[src/rtl/pipe_hazard_ctrl_pkg.sv]
// rtl/pipe_hazard_ctrl_pkg.sv - shared types and encodings for the pipeline hazard controller
package pipe_hazard_ctrl_pkg;

    // EX operand source encodings
    localparam logic [1:0] fwd_rf    = 2'b00;
    localparam logic [1:0] fwd_exmem = 2'b01;
    localparam logic [1:0] fwd_memwb = 2'b10;

    typedef enum logic [1:0] {
        st_run      = 2'b00,
        st_lu_stall = 2'b01,
        st_jr_stall = 2'b10
    } hz_state_t;

    // One stage of the shadow pipeline tracking what is in flight ahead of ID
    typedef struct packed {
        logic       valid;
        logic       reg_wr;
        logic       load;
        logic [4:0] wr_reg;
    } shadow_t;

    // True when a valid writer in this stage produces register r ($0 never matches)
    function automatic logic fwd_hit(input shadow_t e, input logic [4:0] r);
        return e.valid && e.reg_wr && (e.wr_reg != 5'd0) && (e.wr_reg == r);
    endfunction

    // True when a valid load in this stage produces register r ($0 never matches)
    function automatic logic load_hit(input shadow_t e, input logic [4:0] r);
        return e.valid && e.load && (e.wr_reg != 5'd0) && (e.wr_reg == r);
    endfunction

endpackage

[src/rtl/pipe_fwd_sel.sv]
// rtl/pipe_fwd_sel.sv - per-operand forwarding source select
module pipe_fwd_sel
    import pipe_hazard_ctrl_pkg::*;
(
    input  logic       rd_en,
    input  logic [4:0] src,
    input  shadow_t    ex_e,
    input  shadow_t    mem_e,
    output logic [1:0] sel
);

    // Youngest producer wins: the EX entry shadows an older MEM write of the same register
    always_comb begin
        sel = fwd_rf;
        if (rd_en && fwd_hit(ex_e, src)) begin
            sel = fwd_exmem;
        end else if (rd_en && fwd_hit(mem_e, src)) begin
            sel = fwd_memwb;
        end
    end

endmodule

[src/rtl/pipe_hazard_ctrl.sv]
// rtl/pipe_hazard_ctrl.sv - load-use / jr stall, jump/branch flush and forwarding control
module pipe_hazard_ctrl
    import pipe_hazard_ctrl_pkg::*;
(
    input  logic        clk,
    input  logic        reset,
    input  logic        id_valid,
    input  logic [4:0]  id_rs,
    input  logic [4:0]  id_rt,
    input  logic        id_read_rs,
    input  logic        id_read_rt,
    input  logic        id_reg_wr,
    input  logic [4:0]  id_wr_reg,
    input  logic        id_mem_to_reg,
    input  logic        id_jump,
    input  logic        id_jump_r,
    input  logic        ex_branch_taken,
    output logic        stall_if_id,
    output logic        bubble_ex,
    output logic        flush_if_id,
    output logic [1:0]  fwd_a_sel,
    output logic [1:0]  fwd_b_sel,
    output logic [15:0] stall_cnt
);

    hz_state_t  state;
    shadow_t    ex_e;
    shadow_t    mem_e;
    shadow_t    id_e;
    logic       lu_hit;
    logic       lu_hazard;
    logic       jr_hazard;
    logic       stall_req;
    logic       enter_ex;
    logic [1:0] sel_a;
    logic [1:0] sel_b;

    assign id_e = '{valid: 1'b1, reg_wr: id_reg_wr, load: id_mem_to_reg, wr_reg: id_wr_reg};

    // A load in EX feeding either live source of the ID instruction
    assign lu_hit = (id_read_rs && load_hit(ex_e, id_rs)) ||
                    (id_read_rt && load_hit(ex_e, id_rt));

    // The bubble inserted by a load-use stall always clears it, so it is masked after one cycle
    assign lu_hazard = id_valid && (state != st_lu_stall) && lu_hit;

    // jr resolves its target in ID, so it waits for any EX producer or a load still in MEM
    assign jr_hazard = id_valid && id_jump_r &&
                       (fwd_hit(ex_e, id_rs) || load_hit(mem_e, id_rs));

    // A taken branch squashes the ID instruction, so no stall is needed for it
    assign stall_req   = (lu_hazard || jr_hazard) && !ex_branch_taken;
    assign stall_if_id = stall_req;
    assign bubble_ex   = stall_req || ex_branch_taken;
    assign flush_if_id = ex_branch_taken ||
                         (id_valid && (id_jump || id_jump_r) && !stall_req);

    assign enter_ex = id_valid && !bubble_ex;

    pipe_fwd_sel u_fwd_a (
        .rd_en (id_read_rs),
        .src   (id_rs),
        .ex_e  (ex_e),
        .mem_e (mem_e),
        .sel   (sel_a)
    );

    pipe_fwd_sel u_fwd_b (
        .rd_en (id_read_rt),
        .src   (id_rt),
        .ex_e  (ex_e),
        .mem_e (mem_e),
        .sel   (sel_b)
    );

    // Stall-tracking FSM; a taken branch always returns it to RUN
    always_ff @(posedge clk) begin
        if (reset) begin
            state <= st_run;
        end else if (ex_branch_taken) begin
            state <= st_run;
        end else begin
            case (state)
                st_run: begin
                    if (jr_hazard) begin
                        state <= st_jr_stall;
                    end else if (lu_hazard) begin
                        state <= st_lu_stall;
                    end
                end
                st_lu_stall: begin
                    state <= jr_hazard ? st_jr_stall : st_run;
                end
                st_jr_stall: begin
                    state <= jr_hazard ? st_jr_stall : st_run;
                end
                default: begin
                    state <= st_run;
                end
            endcase
        end
    end

    // Shadow pipeline advances every cycle; bubbles enter EX as invalid entries
    always_ff @(posedge clk) begin
        if (reset) begin
            ex_e  <= '0;
            mem_e <= '0;
        end else begin
            mem_e <= ex_e;
            ex_e  <= enter_ex ? id_e : '0;
        end
    end

    // Forward selects travel with the instruction into EX; a bubble carries regfile select
    always_ff @(posedge clk) begin
        if (reset) begin
            fwd_a_sel <= fwd_rf;
            fwd_b_sel <= fwd_rf;
        end else if (enter_ex) begin
            fwd_a_sel <= sel_a;
            fwd_b_sel <= sel_b;
        end else begin
            fwd_a_sel <= fwd_rf;
            fwd_b_sel <= fwd_rf;
        end
    end

    // Saturating count of stalled cycles
    always_ff @(posedge clk) begin
        if (reset) begin
            stall_cnt <= 16'd0;
        end else if (stall_req && (stall_cnt != 16'hffff)) begin
            stall_cnt <= stall_cnt + 16'd1;
        end
    end

endmodule

[config.mk]
export PLATFORM = sky130hd
export DESIGN_NAME = pipe_hazard_ctrl
export DESIGN_NICKNAME = d
export VERILOG_FILES = /design/src/rtl/pipe_hazard_ctrl_pkg.sv /design/src/rtl/pipe_fwd_sel.sv /design/src/rtl/pipe_hazard_ctrl.sv
export SDC_FILE = /design/constraint.sdc
export NUM_CORES = 1
export LEC_CHECK = 0
export ABC_AREA = 1
export BUFFER_PORTS_ARGS = -buffer_cell sky130_fd_sc_hd__clkbuf_2
export CAP_MARGIN = 20
export CORE_MARGIN = 10
export CORE_UTILIZATION = 31
export DETAILED_ROUTE_END_ITERATION = 8
export GPL_ROUTABILITY_DRIVEN = 0
export MAX_ROUTING_LAYER = met4
export RECOVER_POWER = 50
export SLEW_MARGIN = 20
export SYNTH_ARGS = -nofsm -noshare
export SYNTH_HDL_FRONTEND = slang
export SYNTH_SLANG_ARGS = --single-unit
[constraint.sdc]
create_clock -name clk -period 2.25 [get_ports clk]
set_input_delay 0.45 -clock clk [delete_from_list [all_inputs] [get_ports clk]]
set_output_delay 0.45 -clock clk [all_outputs]
set_load 0.005 [all_outputs]
== After elaboration in Yosys (flattened, before gate mapping) ==
Index checks and enable logic that the tools add are counted.

* Register bits after elaboration: 38
* Bits of input ports: 25
* Output and inout port bits: 23
* Word-level logic and storage cells: 81

* Add/subtract/negate cells: 1
* Equal/unequal tests: 9
* Mux-type cells: 9
* Bitwise gates (word level): 1
* Reductions and logical operators: 47

{| class="wikitable"
|+ Operator list
! operator !! count
|-
| 1-bit logical AND || 30
|-
| 5-bit equality test || 4
|-
| 16-bit by 1-bit adder with 16-bit output (second input constant) || 1
|-
| 16-bit != test (second input constant) || 1
|-
| 2-bit two-way mux || 5
|-
| 5-bit nonzero test || 2
|-
| 8-bit two-way mux || 1
|-
| 1-bit logical OR || 6
|-
| 2-bit OR reduction || 3
|-
| 3-bit OR reduction || 2
|-
| 2-bit case mux with 2 select lines || 1
|-
| 1-bit logical NOT || 3
|-
| 3-bit != test (second input constant) || 1
|-
| 2-bit by 1-bit equality test with 1-bit output (second input constant) || 1
|-
| 2-bit equality test (second input constant) || 1
|-
| 2-bit logical NOT || 1
|-
| 1-bit two-way mux || 2
|-
| 2-bit by 1-bit != test with 1-bit output (second input constant) || 1
|-
| 1-bit NOT || 1
|}

== Logic depth before layout (Yosys ltp) ==
Gate-level depths: netlist of the first run.

* Word-level depth: 13
* Mapped depth: 14
* Depth with buffers taken out: 13

== Cells and area by module ==
Synthesis of the first run repeated with hierarchy kept, for this count alone.

* Cell total of the unflattened synthesis: 452
* Area total of the unflattened synthesis: 2598.7 sq um

{| class="wikitable"
|+ Modules (own cells, without submodules)
! module !! instances !! cells an instance !! area an instance (sq um) !! seq. area each (sq um)
|-
| pipe_hazard_ctrl || 1 || 334 || 2128.3 || 760.7
|-
| pipe_fwd_sel || 2 || 59 || 235.2 || 0.0
|}

== Worst setup path after synthesis of the first run ==
No wires, ideal clock.

* Path kind: input -> output
* Start: in id_rs[4]
* End: out stall_if_id
* Arrival: 1.384 ns
* Required time: 1.800 ns
* Slack: 0.416 ns
* Stages: 9
* Buffers on the path: 1
* Cells stage by stage: xnor2_1 nor2b_1 nand3_1 nand2_1 nand2_2 nand2_4 buf_4 inv_1 nor2_1

* Word-level cells in the longest chain between the ends: 7
* Elaborated cells on any way between the ends: 12
* Those cells by class: 2 x eq/ne; 10 x reduce/logical

{| class="wikitable"
|+ Ends and longest elaborated chain
! item !! RTL line !! source
|-
| start, declared || pipe_hazard_ctrl.sv:8 || <nowiki>input logic [4:0] id_rs,</nowiki>
|-
| 5-bit equality test || pipe_hazard_ctrl_pkg.sv:25, pipe_hazard_ctrl_pkg.sv:30 ||
|-
| 1-bit logical AND || pipe_hazard_ctrl_pkg.sv:30 || <nowiki>return e.valid && e.load && (e.wr_reg != 5'd0) && (e.wr_reg == r);</nowiki>
|-
| 1-bit logical AND || pipe_hazard_ctrl.sv:41 || <nowiki>assign lu_hit = (id_read_rs && load_hit(ex_e, id_rs)) ||</nowiki>
|-
| 1-bit logical OR || pipe_hazard_ctrl.sv:41 ||
|-
| 1-bit logical AND || pipe_hazard_ctrl.sv:45 || <nowiki>assign lu_hazard = id_valid && (state != st_lu_stall) && lu_hit;</nowiki>
|-
| 1-bit logical OR (*) || pipe_hazard_ctrl.sv:52 || <nowiki>assign stall_req = (lu_hazard || jr_hazard) && !ex_branch_taken;</nowiki>
|-
| 1-bit logical AND (*) || pipe_hazard_ctrl.sv:52 ||
|-
| end, declared || pipe_hazard_ctrl.sv:18 || <nowiki>output logic stall_if_id,</nowiki>
|}

Mark *: on every way between the ends. The rest lies on a longest branch, timed or not.

== Worst setup path after layout of the first run ==
* Start: reg, netlist name mem_e[0]
* End: out flush_if_id

* Word-level cells in the longest chain between the ends: 10
* Elaborated cells on any way between the ends: 11
* Those cells by class: 1 x eq/ne; 10 x reduce/logical

{| class="wikitable"
|+ Ends and longest elaborated chain
! item !! RTL line !! source
|-
| 5-bit nonzero test || pipe_hazard_ctrl_pkg.sv:30 ||
|-
| 1-bit logical AND || pipe_hazard_ctrl_pkg.sv:30 ||
|-
| 1-bit logical AND (*) || pipe_hazard_ctrl_pkg.sv:30 ||
|-
| 1-bit logical OR (*) || pipe_hazard_ctrl.sv:49 || <nowiki>(fwd_hit(ex_e, id_rs) || load_hit(mem_e, id_rs));</nowiki>
|-
| 1-bit logical AND (*) || pipe_hazard_ctrl.sv:48 || <nowiki>assign jr_hazard = id_valid && id_jump_r &&</nowiki>
|-
| 1-bit logical OR (*) || pipe_hazard_ctrl.sv:52 ||
|-
| 1-bit logical AND (*) || pipe_hazard_ctrl.sv:52 ||
|-
| 1-bit logical NOT (*) || pipe_hazard_ctrl.sv:56 || <nowiki>(id_valid && (id_jump || id_jump_r) && !stall_req);</nowiki>
|-
| 1-bit logical AND (*) || pipe_hazard_ctrl.sv:56 ||
|-
| 1-bit logical OR (*) || pipe_hazard_ctrl.sv:55 || <nowiki>assign flush_if_id = ex_branch_taken ||</nowiki>
|-
| end, declared || pipe_hazard_ctrl.sv:20 || <nowiki>output logic flush_if_id,</nowiki>
|}

Marks and branches as above.

==> flow_metrics.env, run 1 <==
export IMPL_synthArstFlopShare_pct=0
export IMPL_drtPass1Iterations=4
export IMPL_min_path_type="input port to register"
export IMPL_grt_start_max_net_pins=31
export IMPL_ys_seq_elements=38
export IMPL_r2r_setup_slack_ns=0.32
export IMPL_hold_violations=0
export IMPL_clkTransAtPathRegs_ns=0.08
export IMPL_num_antenna_cells=0
export IMPL_max_cap_violations=0
export IMPL_hold_start="id_mem_to_reg"
export IMPL_cts_resized_gates=0
export IMPL_finalSetupViolCount=0
export IMPL_relSlewSlack_pct=62.4
export IMPL_start_util_pct=31.8
export IMPL_antenna_found_initial=0
export IMPL_drt_total_wl_mm=5.71
export IMPL_syn_to_final_growth_pct=18.3
export IMPL_ys_seq_area_share_pct=33.0
export IMPL_ys_warn_count=0
export IMPL_p_comb_share_pct=8.3
export IMPL_synthesis_area_sq_um=2310
export IMPL_synth_nets=397
export IMPL_die_x_um=106
export IMPL_finalClockSkew_ns=0.0114
export IMPL_clkPwrFrac_pct=42.5
export IMPL_ant_nets=0
export IMPL_swShare_pct=22.6
export IMPL_synth_edf_count=0
export IMPL_dp_final_hpwl_mm=4.45
export IMPL_crit_chain="inv_1 > nand2_1 > nand2_1 > nand3_1 > nor2_2 > nand2_1 > nand2_1 > nand2_2 > nand2_4 > o21ai_0 > clkbuf_2"
export IMPL_yosysTopAreaCell="dfxtp_1"
export IMPL_yosys_cell_count_top_type="nand2_1"
export IMPL_wl_per_cell_um=11.1
export IMPL_avgViaCountPerCell=4.40
export IMPL_slew_viol_final=0
export IMPL_numPortBuffers=47
export IMPL_holdPathEnd="ex_e[5]"
export IMPL_end_kind="output pin"
export IMPL_status="complete, no violations"
export IMPL_synth_distinct_cells=28
export IMPL_crit_required_ns=1.80
export IMPL_insertion_delay_ns=0.29
export IMPL_critPathLaunchType="register"
export IMPL_r2r_end="stall_cnt[0]"
export IMPL_power_total_w=0.00139
export IMPL_avgSynthCellArea_sq_um=6.27
export IMPL_clock_root_buffer="clkbuf_8"
export IMPL_cts_tree="yes"
export IMPL_synthTopCellsByArea="dfxtp_1 (33%), nand2_1 (14%), inv_1 (13%)"
export IMPL_leakage_nw=1.34
export IMPL_via_count=2272
export IMPL_drive_gt1_share_pct=16.5
export IMPL_track_usage_pct=10.6
export IMPL_setup_tns_ns=0
export IMPL_die_area_sq_um=11300
export IMPL_fp_row_count=31
export IMPL_yosys_area_top_type_share_pct=33.0
export IMPL_drc=0
export IMPL_p_per_area_nw_per_um2=510
export IMPL_worst_pin_slew_ns=0.563
export IMPL_cp_slowest_cell="dfxtp_1"
export IMPL_hold_slack_ns=0.354
export IMPL_path_max_fanout=4
export IMPL_cts_setup_buffers=0
export IMPL_fmaxAchievable_mhz=485
export IMPL_rr_startpoint="ex_e[2]"
export IMPL_io_pins=48
export IMPL_ys_flop_type="dfxtp_1"
export IMPL_cts_buffers=5
export IMPL_critPathMostFrequentCell="nand2_1"
export IMPL_cts_max_level=2
export IMPL_final_period_utilization_pct=91.7
export IMPL_cts_sinks=38
export IMPL_ir_drop_mv=0.206
export IMPL_grt_pass1_vias=2162
export IMPL_netlist_instances=368
export IMPL_synthTopCellsByCount="nand2_1 (86), inv_1 (81), nor2_1 (57), dfxtp_1 (38), nand4_1 (26)"
export IMPL_path_class="register to output pin"
export IMPL_crit_buf_inv=2
export IMPL_reg2reg_depth=13
export IMPL_holdPathStages=3
export IMPL_layout_min_cycle_time_ns=2.06
export IMPL_power_switching_w=0.000314
export IMPL_cpPeakStageDelay_ns=0.40
export IMPL_overflow=0
export IMPL_nNetsFinal=446
export IMPL_grt_pass1_wl_mm=9.91
export IMPL_pwr_share_seq_pct=49.2
export IMPL_cts_buffer_depth=2
export IMPL_coreArea_sq_um=7250
export IMPL_cts_hold_buffers_added=0
export IMPL_dr_first_iter_drc_count=124
export IMPL_rsz0062_at_grt="false"
export IMPL_die_height_um=106
export IMPL_p_int_w=0.00108
export IMPL_critical_path_top_delay_family="simple AND/OR/NAND/NOR gates"
export IMPL_worstPathArrival_ns=1.61
export IMPL_fillers=801
==> layout make-up <==
cell class	count	area [sq um]	area share [%]
sequential	38	763	28.0
clock inverter	1	30.0	1.10
inverter	88	330	12.1
clock buffer	6	82.6	3.03
timing repair buffer	50	233	8.53
multi-input combinational	234	1160	42.7
tap	99	124	4.54
==> logic make-up after synthesis <==
family	after synthesis	share of synthesized area (%)
xor gates and xnor gates	6	2.28
adders and majority gates	4	2.17
AOI/OAI and AO/OA	12	2.71
DFF	38	33.0
buffers and inverters	96	16.7
and+or+nand+nor	212	43.1
==> power groups by stage <==
stage	Sequential, W	Clock, W	Combinational, W
after floorplan	0.000698	0	0.0000695
after global placement	0.000700	0	0.000114
after detailed placement	0.000700	0	0.000115
after CTS	0.000684	0.000610	0.000116
after global routing	0.000685	0.000633	0.000133
final	0.000684	0.000591	0.000115
==> stage by stage <==
| stage | util (%) | cell area, sq um | std cells | setup slack [ns] |
|---|---|---|---|---|
| finish | 37.6 | 2730 | 516 | 0.187 |
| global route | 37.6 | 2730 | 516 | 0.00266 |
| CTS | 37.8 | 2750 | 516 | 0.119 |
| detailed placement | 36.3 | 2630 | 509 | 0.280 |
| global placement | 36.3 | 2630 | 509 | 0.295 |
| floorplan | - | 2310 | 368 | 0.416 |
==> flip-flops by register name, indices dropped and copies added (netlist names) <==
| signal | count |
|---|---|
| fwd_b_sel | 2 |
| fwd_a_sel | 2 |
| mem_e | 8 |
| stall_cnt | 16 |
| state | 2 |
| ex_e | 8 |
==> worst register-to-register path, cell delays in order (launching register included) <==
cell	delay [ns]
dfxtp_1	0.39
inv_2	0.06
nand2_1	0.06
nand2_1	0.09
nor2_1	0.10
nand4_1	0.11
nand2_1	0.13
nand2_2	0.08
nand2_4	0.08
clkbuf_2	0.37
nand3_1	0.20
nand2_1	0.10
inv_1	0.04
nor2_1	0.08
==> layout by cell type, fill, tap and decap left out, types with 3 or more instances in the layout <==
cell type   n
a21oi_1     5
clkbuf_1   17
clkbuf_2   30
clkbuf_8    6
dfxtp_1    36
ha_1        4
inv_1      81
inv_2       7
nand2_1    86
nand3_1    17
nand3_2    10
nand4_1    26
nor2_1     57
nor2_2      5
nor3_1      3
o21ai_0     5
xnor2_1     5
==> layer usage <==
metal	track usage (%)	up-vias	share of wire, %
met5	-	-	0
met4	2.90	0	0.68
met3	2.84	4	5.0
met2	16.9	42	46
met1	12.9	1007	48
li1	-	1219	-
==> worst max-delay path by stage <==
stage,start,end,depth (start not counted)
final,mem_e[0],flush_if_id,11
after global routing,ex_e[3],stall_if_id,11
after CTS,ex_e[0],stall_if_id,11
after detailed placement,id_rs[4],stall_if_id,10
after global placement,id_rs[1],stall_if_id,11
after floorplan,id_rs[4],stall_if_id,9
Note: power is estimated with default switching activity, not from simulation.
==> run 2: changes to the inputs <==
--- a/config.mk
+++ b/config.mk
@@ -9,10 +9,11 @@
 export BUFFER_PORTS_ARGS = -buffer_cell sky130_fd_sc_hd__clkbuf_2
 export CAP_MARGIN = 20
 export CORE_MARGIN = 10
-export CORE_UTILIZATION = 31
+export CORE_UTILIZATION = 55
 export DETAILED_ROUTE_END_ITERATION = 8
 export GPL_ROUTABILITY_DRIVEN = 0
 export MAX_ROUTING_LAYER = met4
+export PLACE_DENSITY = 0.8
 export RECOVER_POWER = 50
 export SLEW_MARGIN = 20
 export SYNTH_ARGS = -nofsm -noshare
==> run 2 against run 1 <==
  * Global-route usage is 5.2 points higher
  * Core utilization grew 28 points
  * Worst setup slack lost 0.052 ns
  * Register-to-register slack improved by 0.11 ns
  * Critical path type unchanged
  * Largest cell class unchanged
  * Highest routed layer unchanged
==> flow_metrics.env, run 2 (synthesis gave the netlist of run 1 again) <==
export IMPL_pwr_share_seq_pct=52.7
export IMPL_worstPathArrival_ns=1.66
export IMPL_status="complete, no violations"
export IMPL_critPathLaunchType="register"
export IMPL_via_count=2306
export IMPL_leakage_nw=1.34
export IMPL_clkTransAtPathRegs_ns=0.07
export IMPL_overflow=0
export IMPL_route_met3_wl_um=382
export IMPL_cts_buffer_depth=2
export IMPL_die_area_sq_um=7180
export IMPL_path_max_fanout=4
export IMPL_fp_row_count=23
export IMPL_worst_pin_slew_ns=0.551
export IMPL_dr_first_iter_drc_count=86
export IMPL_min_path_type="input port to register"
export IMPL_wl_met1_mm=2.31
export IMPL_drt_total_wl_mm=5.46
export IMPL_track_usage_pct=15.8
export IMPL_top_layer="met4"
export IMPL_crit_required_ns=1.80
export IMPL_antenna_found_initial=0
export IMPL_largest_register="stall_cnt"
export IMPL_cts_setup_buffers=0
export IMPL_setup_tns_ns=0
export IMPL_reg_largest_list="stall_cnt: 16 flops, ex_e: 8 flops, mem_e: 8 flops"
export IMPL_clkPwrFrac_pct=38.3
export IMPL_start_util_pct=57.2
export IMPL_layout_commonest_cell="nand2_1"
export IMPL_p_int_w=0.000969
export IMPL_cts_tree="yes"
export IMPL_p_per_area_nw_per_um2=488
export IMPL_ant_nets=0
export IMPL_die_height_um=84.8
export IMPL_coreArea_sq_um=4030
export IMPL_drtPass1Iterations=4
export IMPL_end_kind="output pin"
export IMPL_layout_cells_most_common_list="nand2_1 (86), inv_1 (81), nor2_1 (57)"
export IMPL_num_antenna_cells=0
export IMPL_finalSetupViolCount=0
export IMPL_final_cells=469
export IMPL_finalClockSkew_ns=0.00571
export IMPL_relSlewSlack_pct=63.3
export IMPL_ir_drop_mv=0.305
export IMPL_hold_violations=0
export IMPL_drive_gt1_share_pct=17.2
export IMPL_met2_length_mm=2.66
export IMPL_io_pins=48
export IMPL_power_switching_w=0.000328
export IMPL_numPortBuffers=47
export IMPL_cts_hold_buffers_added=0
export IMPL_path_class="register to output pin"
export IMPL_grt_pass1_wl_mm=9.40
export IMPL_p_comb_share_pct=9.0
export IMPL_fin_util_pct=66.0
export IMPL_layout_min_cycle_time_ns=2.11
export IMPL_die_x_um=84.8
export IMPL_nNetsFinal=447
export IMPL_cts_max_level=2
export IMPL_rsz0062_at_grt="false"
export IMPL_cts_resized_gates=0
export IMPL_wl_per_cell_um=11.6
export IMPL_swShare_pct=25.3
export IMPL_grt_pass1_vias=2202
export IMPL_syn_to_final_growth_pct=15.2
export IMPL_grt_start_max_net_pins=20
export IMPL_dp_final_hpwl_mm=4.30
export IMPL_insertion_delay_ns=0.29
export IMPL_numPlacedInstances=461
export IMPL_cts_buffers=5
export IMPL_fmaxAchievable_mhz=473
export IMPL_cts_sinks=38
export IMPL_slew_viol_final=0
export IMPL_max_cap_violations=0
export IMPL_final_period_utilization_pct=94.0
export IMPL_drc=0
export IMPL_avgViaCountPerCell=4.92
export IMPL_largest_reg_flops=16
export IMPL_clock_root_buffer="clkbuf_8"
[run 2: power groups by stage]
stage          combinational (W)  clock (W)  sequential (W)
2_1_floorplan          0.0000695          0        0.000698
3_3_place_gp            0.000113          0        0.000700
3_5_place_dp            0.000115          0        0.000700
4_1_cts                 0.000116   0.000510        0.000684
5_1_grt                 0.000132   0.000531        0.000685
6_report                0.000117   0.000496        0.000684
[run 2: path summary, 6_finish.rpt]
kind	startpoint	end	slack (ns)	cells past startpoint
worst max-delay path	mem_e[0]	flush_if_id	0.14	11
worst min-delay path	id_wr_reg[3]	ex_e[3]	0.34	3
worst max register to register	mem_e[0]	ex_e[3]	0.43	13
worst min register to register	ex_e[6]	mem_e[6]	0.43	2
[run 2: layer usage]
layer | global-route usage (%) | up-vias
li1 | - | 1219
met1 | 16.2 | 1012
met2 | 27.4 | 63
met3 | 4.93 | 12
met4 | 5.84 | 0
met5 | - | -
[run 2: worst max-delay path, cell delays in order (launching register included)]
cell and delay [ns]:
dfxtp_1 0.38, inv_1 0.10, nand2_1 0.07, nand2_1 0.05, nand3_1 0.11, nor2_2 0.05
nand2_1 0.05, nand2_1 0.06, nand2_2 0.09, nand2_4 0.06, o21ai_0 0.19, clkbuf_2 0.15
[run 2: area by class of cell]
| class | instances | area, sq um |
|---|---|---|
| clock inverter | 2 | 12.5 |
| fill | 377 | 1370 |
| inverter | 88 | 330 |
| multi-input combinational | 234 | 1160 |
| sequential | 38 | 766 |
| tap | 50 | 62.6 |
| clock buffer | 6 | 82.6 |
| timing repair buffer | 51 | 241 |
[run 2: metrics by stage]
step	setup WS (ns)	hold WS, ns	instance area (sq um)	total power (W)
floorplan	0.416	0.403	2310	0.000768
global placement	0.327	0.418	2580	0.000813
detailed placement	0.294	0.426	2580	0.000815
CTS	0.108	0.338	2670	0.00131
global route	0.00138	0.347	2660	0.00135
finish	0.135	0.342	2660	0.00130
==> run 3: changes to the inputs <==
--- a/config.mk
+++ b/config.mk
@@ -5,15 +5,15 @@
 export SDC_FILE = /design/constraint.sdc
 export NUM_CORES = 1
 export LEC_CHECK = 0
-export ABC_AREA = 1
+export ABC_AREA = 0
 export BUFFER_PORTS_ARGS = -buffer_cell sky130_fd_sc_hd__clkbuf_2
 export CAP_MARGIN = 20
 export CORE_MARGIN = 10
-export CORE_UTILIZATION = 55
+export CORE_UTILIZATION = 52
 export DETAILED_ROUTE_END_ITERATION = 8
 export GPL_ROUTABILITY_DRIVEN = 0
 export MAX_ROUTING_LAYER = met4
-export PLACE_DENSITY = 0.8
+export PLACE_DENSITY = 0.79
 export RECOVER_POWER = 50
 export SLEW_MARGIN = 20
 export SYNTH_ARGS = -nofsm -noshare
==> constraint.sdc (replaced) <==
create_clock -name clk -period 2.25 [get_ports clk]
set_input_delay 0.1125 -clock clk [delete_from_list [all_inputs] [get_ports clk]]
set_output_delay 0.1125 -clock clk [all_outputs]
set_load 0.005 [all_outputs]
==> run 3 against run 2 <==
  * Highest routed layer unchanged
  * Count of clock-buffer cells in the layout down 1
  * Largest power group unchanged
  * Clock power down 3%
  * Critical endpoint is now stall_cnt[9]
  * Critical path depth down 3
  * Worst setup slack worse by 0.38 ns
  * First-iteration DRC count up 20%
  * Area after synthesis down 21%
  * Design area down 3.9%
  * Synthesized cell count down 45%
  * Non-clock buffer count up 23
  * The run now ends with setup timing left
  * Fmax down 15%
  * Sequential share of layout area up 1.5 points
  * Largest cell class unchanged
  * Die area down 13%
==> flow_metrics.env, run 3 <==
export IMPL_status="finished, violations left"
export IMPL_violations="setup timing"
export IMPL_final_period_utilization_pct=111
export IMPL_drtPass1Iterations=4
export IMPL_crit_required_ns=2.54
export IMPL_rr_startpoint="ex_e[1]"
export IMPL_finalClockSkew_ns=0.00385
export IMPL_p_int_w=0.000964
export IMPL_r2r_setup_slack_ns=-0.24
export IMPL_die_area_sq_um=6250
export IMPL_ant_nets=0
export IMPL_nNetsFinal=308
export IMPL_io_pins=48
export IMPL_layout_commonest_cell="clkbuf_2"
export IMPL_finalSetupViolCount=25
export IMPL_insertion_delay_ns=0.35
export IMPL_ys_seq_area_share_pct=41.9
export IMPL_holdPathStages=3
export IMPL_r2r_end="stall_cnt[9]"
export IMPL_ir_drop_mv=0.450
export IMPL_die_height_um=79.1
export IMPL_yosys_area_top_type_share_pct=41.9
export IMPL_layout_cells_most_common_list="clkbuf_2 (47), dfxtp_1 (31), buf_4 (15)"
export IMPL_largest_register="stall_cnt"
export IMPL_avgSynthCellArea_sq_um=8.94
export IMPL_die_x_um=79.1
export IMPL_drc=0
export IMPL_hold_violations=0
export IMPL_dr_first_iter_drc_count=103
export IMPL_ys_warn_count=0
export IMPL_dp_final_hpwl_mm=3.31
export IMPL_ys_flop_type="dfxtp_1"
export IMPL_cts_buffer_depth=2
export IMPL_cts_max_level=2
export IMPL_start_util_pct=54.0
export IMPL_hold_start="id_read_rt"
export IMPL_synthTopCellsByArea="dfxtp_1 (42%), xor2_1 (7.2%), or3_1 (3.4%)"
export IMPL_synthTopCellsByCount="dfxtp_1 (38), xor2_1 (15), nand2_1 (13), nor2_1 (13), a21oi_1 (12)"
export IMPL_drive_gt1_share_pct=37.1
export IMPL_reg2reg_depth=8
export IMPL_p_comb_share_pct=8.5
export IMPL_relSlewSlack_pct=63.2
export IMPL_leakage_nw=1.10
export IMPL_yosys_cell_count_top_type="dfxtp_1"
export IMPL_fp_row_count=21
export IMPL_cts_buffers=5
export IMPL_synthArstFlopShare_pct=0
export IMPL_pwr_share_seq_pct=53.8
export IMPL_path_max_fanout=5
export IMPL_synth_distinct_cells=41
export IMPL_via_count=1814
export IMPL_antenna_found_initial=0
export IMPL_layout_min_cycle_time_ns=2.49
export IMPL_synth_edf_count=0
export IMPL_numPlacedInstances=299
export IMPL_worst_pin_slew_ns=0.549
export IMPL_num_antenna_cells=0
export IMPL_rsz0062_at_grt="true"
export IMPL_min_path_type="input port to register"
export IMPL_drt_total_wl_mm=5.29
export IMPL_max_cap_violations=0
export IMPL_track_usage_pct=15.9
export IMPL_yosysTopAreaCell="dfxtp_1"
export IMPL_netlist_instances=203
export IMPL_p_per_area_nw_per_um2=498
export IMPL_end_kind="register"
export IMPL_numPortBuffers=47
export IMPL_coreArea_sq_um=3360
export IMPL_clock_root_buffer="clkbuf_4"
export IMPL_wl_per_cell_um=16.2
export IMPL_synth_nets=232
export IMPL_grt_start_max_net_pins=23
export IMPL_path_class="register to register"
export IMPL_power_total_w=0.00127
export IMPL_slew_viol_final=0
export IMPL_critPathLaunchType="register"
export IMPL_final_cells=326
export IMPL_power_switching_w=0.000308
export IMPL_cts_tree="yes"
export IMPL_ys_seq_elements=38
export IMPL_avgViaCountPerCell=5.56
export IMPL_reg_largest_list="stall_cnt: 16 flops, ex_e: 8 flops, mem_e: 8 flops"
export IMPL_worstPathArrival_ns=2.79
export IMPL_fmaxAchievable_mhz=401
export IMPL_setup_ws_ns=-0.242
export IMPL_swShare_pct=24.2
export IMPL_synthesis_area_sq_um=1820
export IMPL_clkTransAtPathRegs_ns=0.12
export IMPL_largest_reg_flops=16
export IMPL_grt_pass1_vias=1688
export IMPL_grt_pass1_wl_mm=7.94
export IMPL_syn_to_final_growth_pct=40.7
export IMPL_cts_sinks=38
export IMPL_holdPathEnd="fwd_b_sel[1]"
export IMPL_fin_util_pct=75.9
export IMPL_clkPwrFrac_pct=37.6
export IMPL_overflow=0
==> run 3: changes by cell type after synthesis, moves of 8 or more <==
cell	previous run	this run
nand3_2	10	0
or3_1	0	10
nor2_1	57	13
and2_1	0	9
nand4_1	26	3
xor2_1	1	15
and3_1	0	8
nand3_1	17	7
nand2_1	86	13
inv_1	81	5
==> run 3: how the worst max path moves through the flow <==
stage          startpoint       endpoint  slack [ns]  cells past startpoint
3_3_place_gp      ex_e[3]   stall_cnt[7]        0.02                      8
6_report          ex_e[1]   stall_cnt[9]       -0.24                      8
2_1_floorplan     ex_e[2]   stall_cnt[7]        0.07                      8
4_1_cts           ex_e[2]  stall_cnt[13]       -0.09                      9
3_5_place_dp      ex_e[0]   stall_cnt[5]       -0.01                      8
5_1_grt           ex_e[1]   stall_cnt[9]       -0.34                      8
==> run 3: layout make-up <==
cell class / instances / area, sq um
fillers: 264 / 810
inverters: 5 / 18.8
repair buffers: 74 / 510
well taps: 46 / 57.6
flip-flops and latches: 38 / 774
clock buffers: 5 / 37.5
multi-input cells: 155 / 1110
clock inverters: 3 / 45.0
==> run 3: repair_timing <==
action | in CTS | in global routing
pin swaps | 8 | 22
cloned | 0 | 2
endpoints found under the hold margin | 7 | 0
endpoints found under the setup margin | 13 | 25
resized for setup | 17 | 14
hold buffers | 7 | 0
buffers inserted | 8 | 2
==> run 3: worst max-delay path: stages, from the launching register on <==
cell       delay [ns]
dfxtp_4          0.39
xor2_1           0.18
nor4_1           0.33
nand3_1          0.16
a211o_1          0.36
a211o_4          0.39
clkbuf_16        0.16
or3_1            0.33
a21oi_2          0.14
==> run 3: cell families after synthesis <==
group	share of synthesized area (%)
AOI/OAI and AO/OA	12.1
xor gates and xnor gates	10.1
adders and majority gates	2.76
buffers and inverters	2.55
DFF	41.9
muxes	1.17
and+or+nand+nor	29.4
==> run 3: stage by stage <==
stage | area, sq um | hold slack, ns | TNS [ns] | setup WS, ns
finish | 2550 | 0.0337 | -3.01 | -0.242
global route | 2550 | 0.0387 | -6.04 | -0.339
CTS | 2430 | 0.00572 | -0.805 | -0.0906
detailed placement | 2150 | 0.314 | -0.0322 | -0.0141
global placement | 2150 | 0.312 | 0 | 0.0174
floorplan | 1820 | 0.190 | 0 | 0.0650
==> run 3: power groups by stage <==
stage	sequential [W]	clock (W)	combinational, W
floorplan	0.000699	0	0.0000426
CTS	0.000685	0.000479	0.000102
detailed placement	0.000700	0	0.0000848
finish	0.000684	0.000479	0.000109
global route	0.000685	0.000507	0.000117
global placement	0.000700	0	0.0000833
==> run 3: metal layers <==
metal	wire length, um	part of all wire, %	vias up	GRT usage, %
met3	361	6.8	17	4.39
met4	156	2.9	0	7.35
met2	2490	47	69	24.1
li1	-	-	876	-
met5	0	0	-	-
met1	2290	43	852	19.0
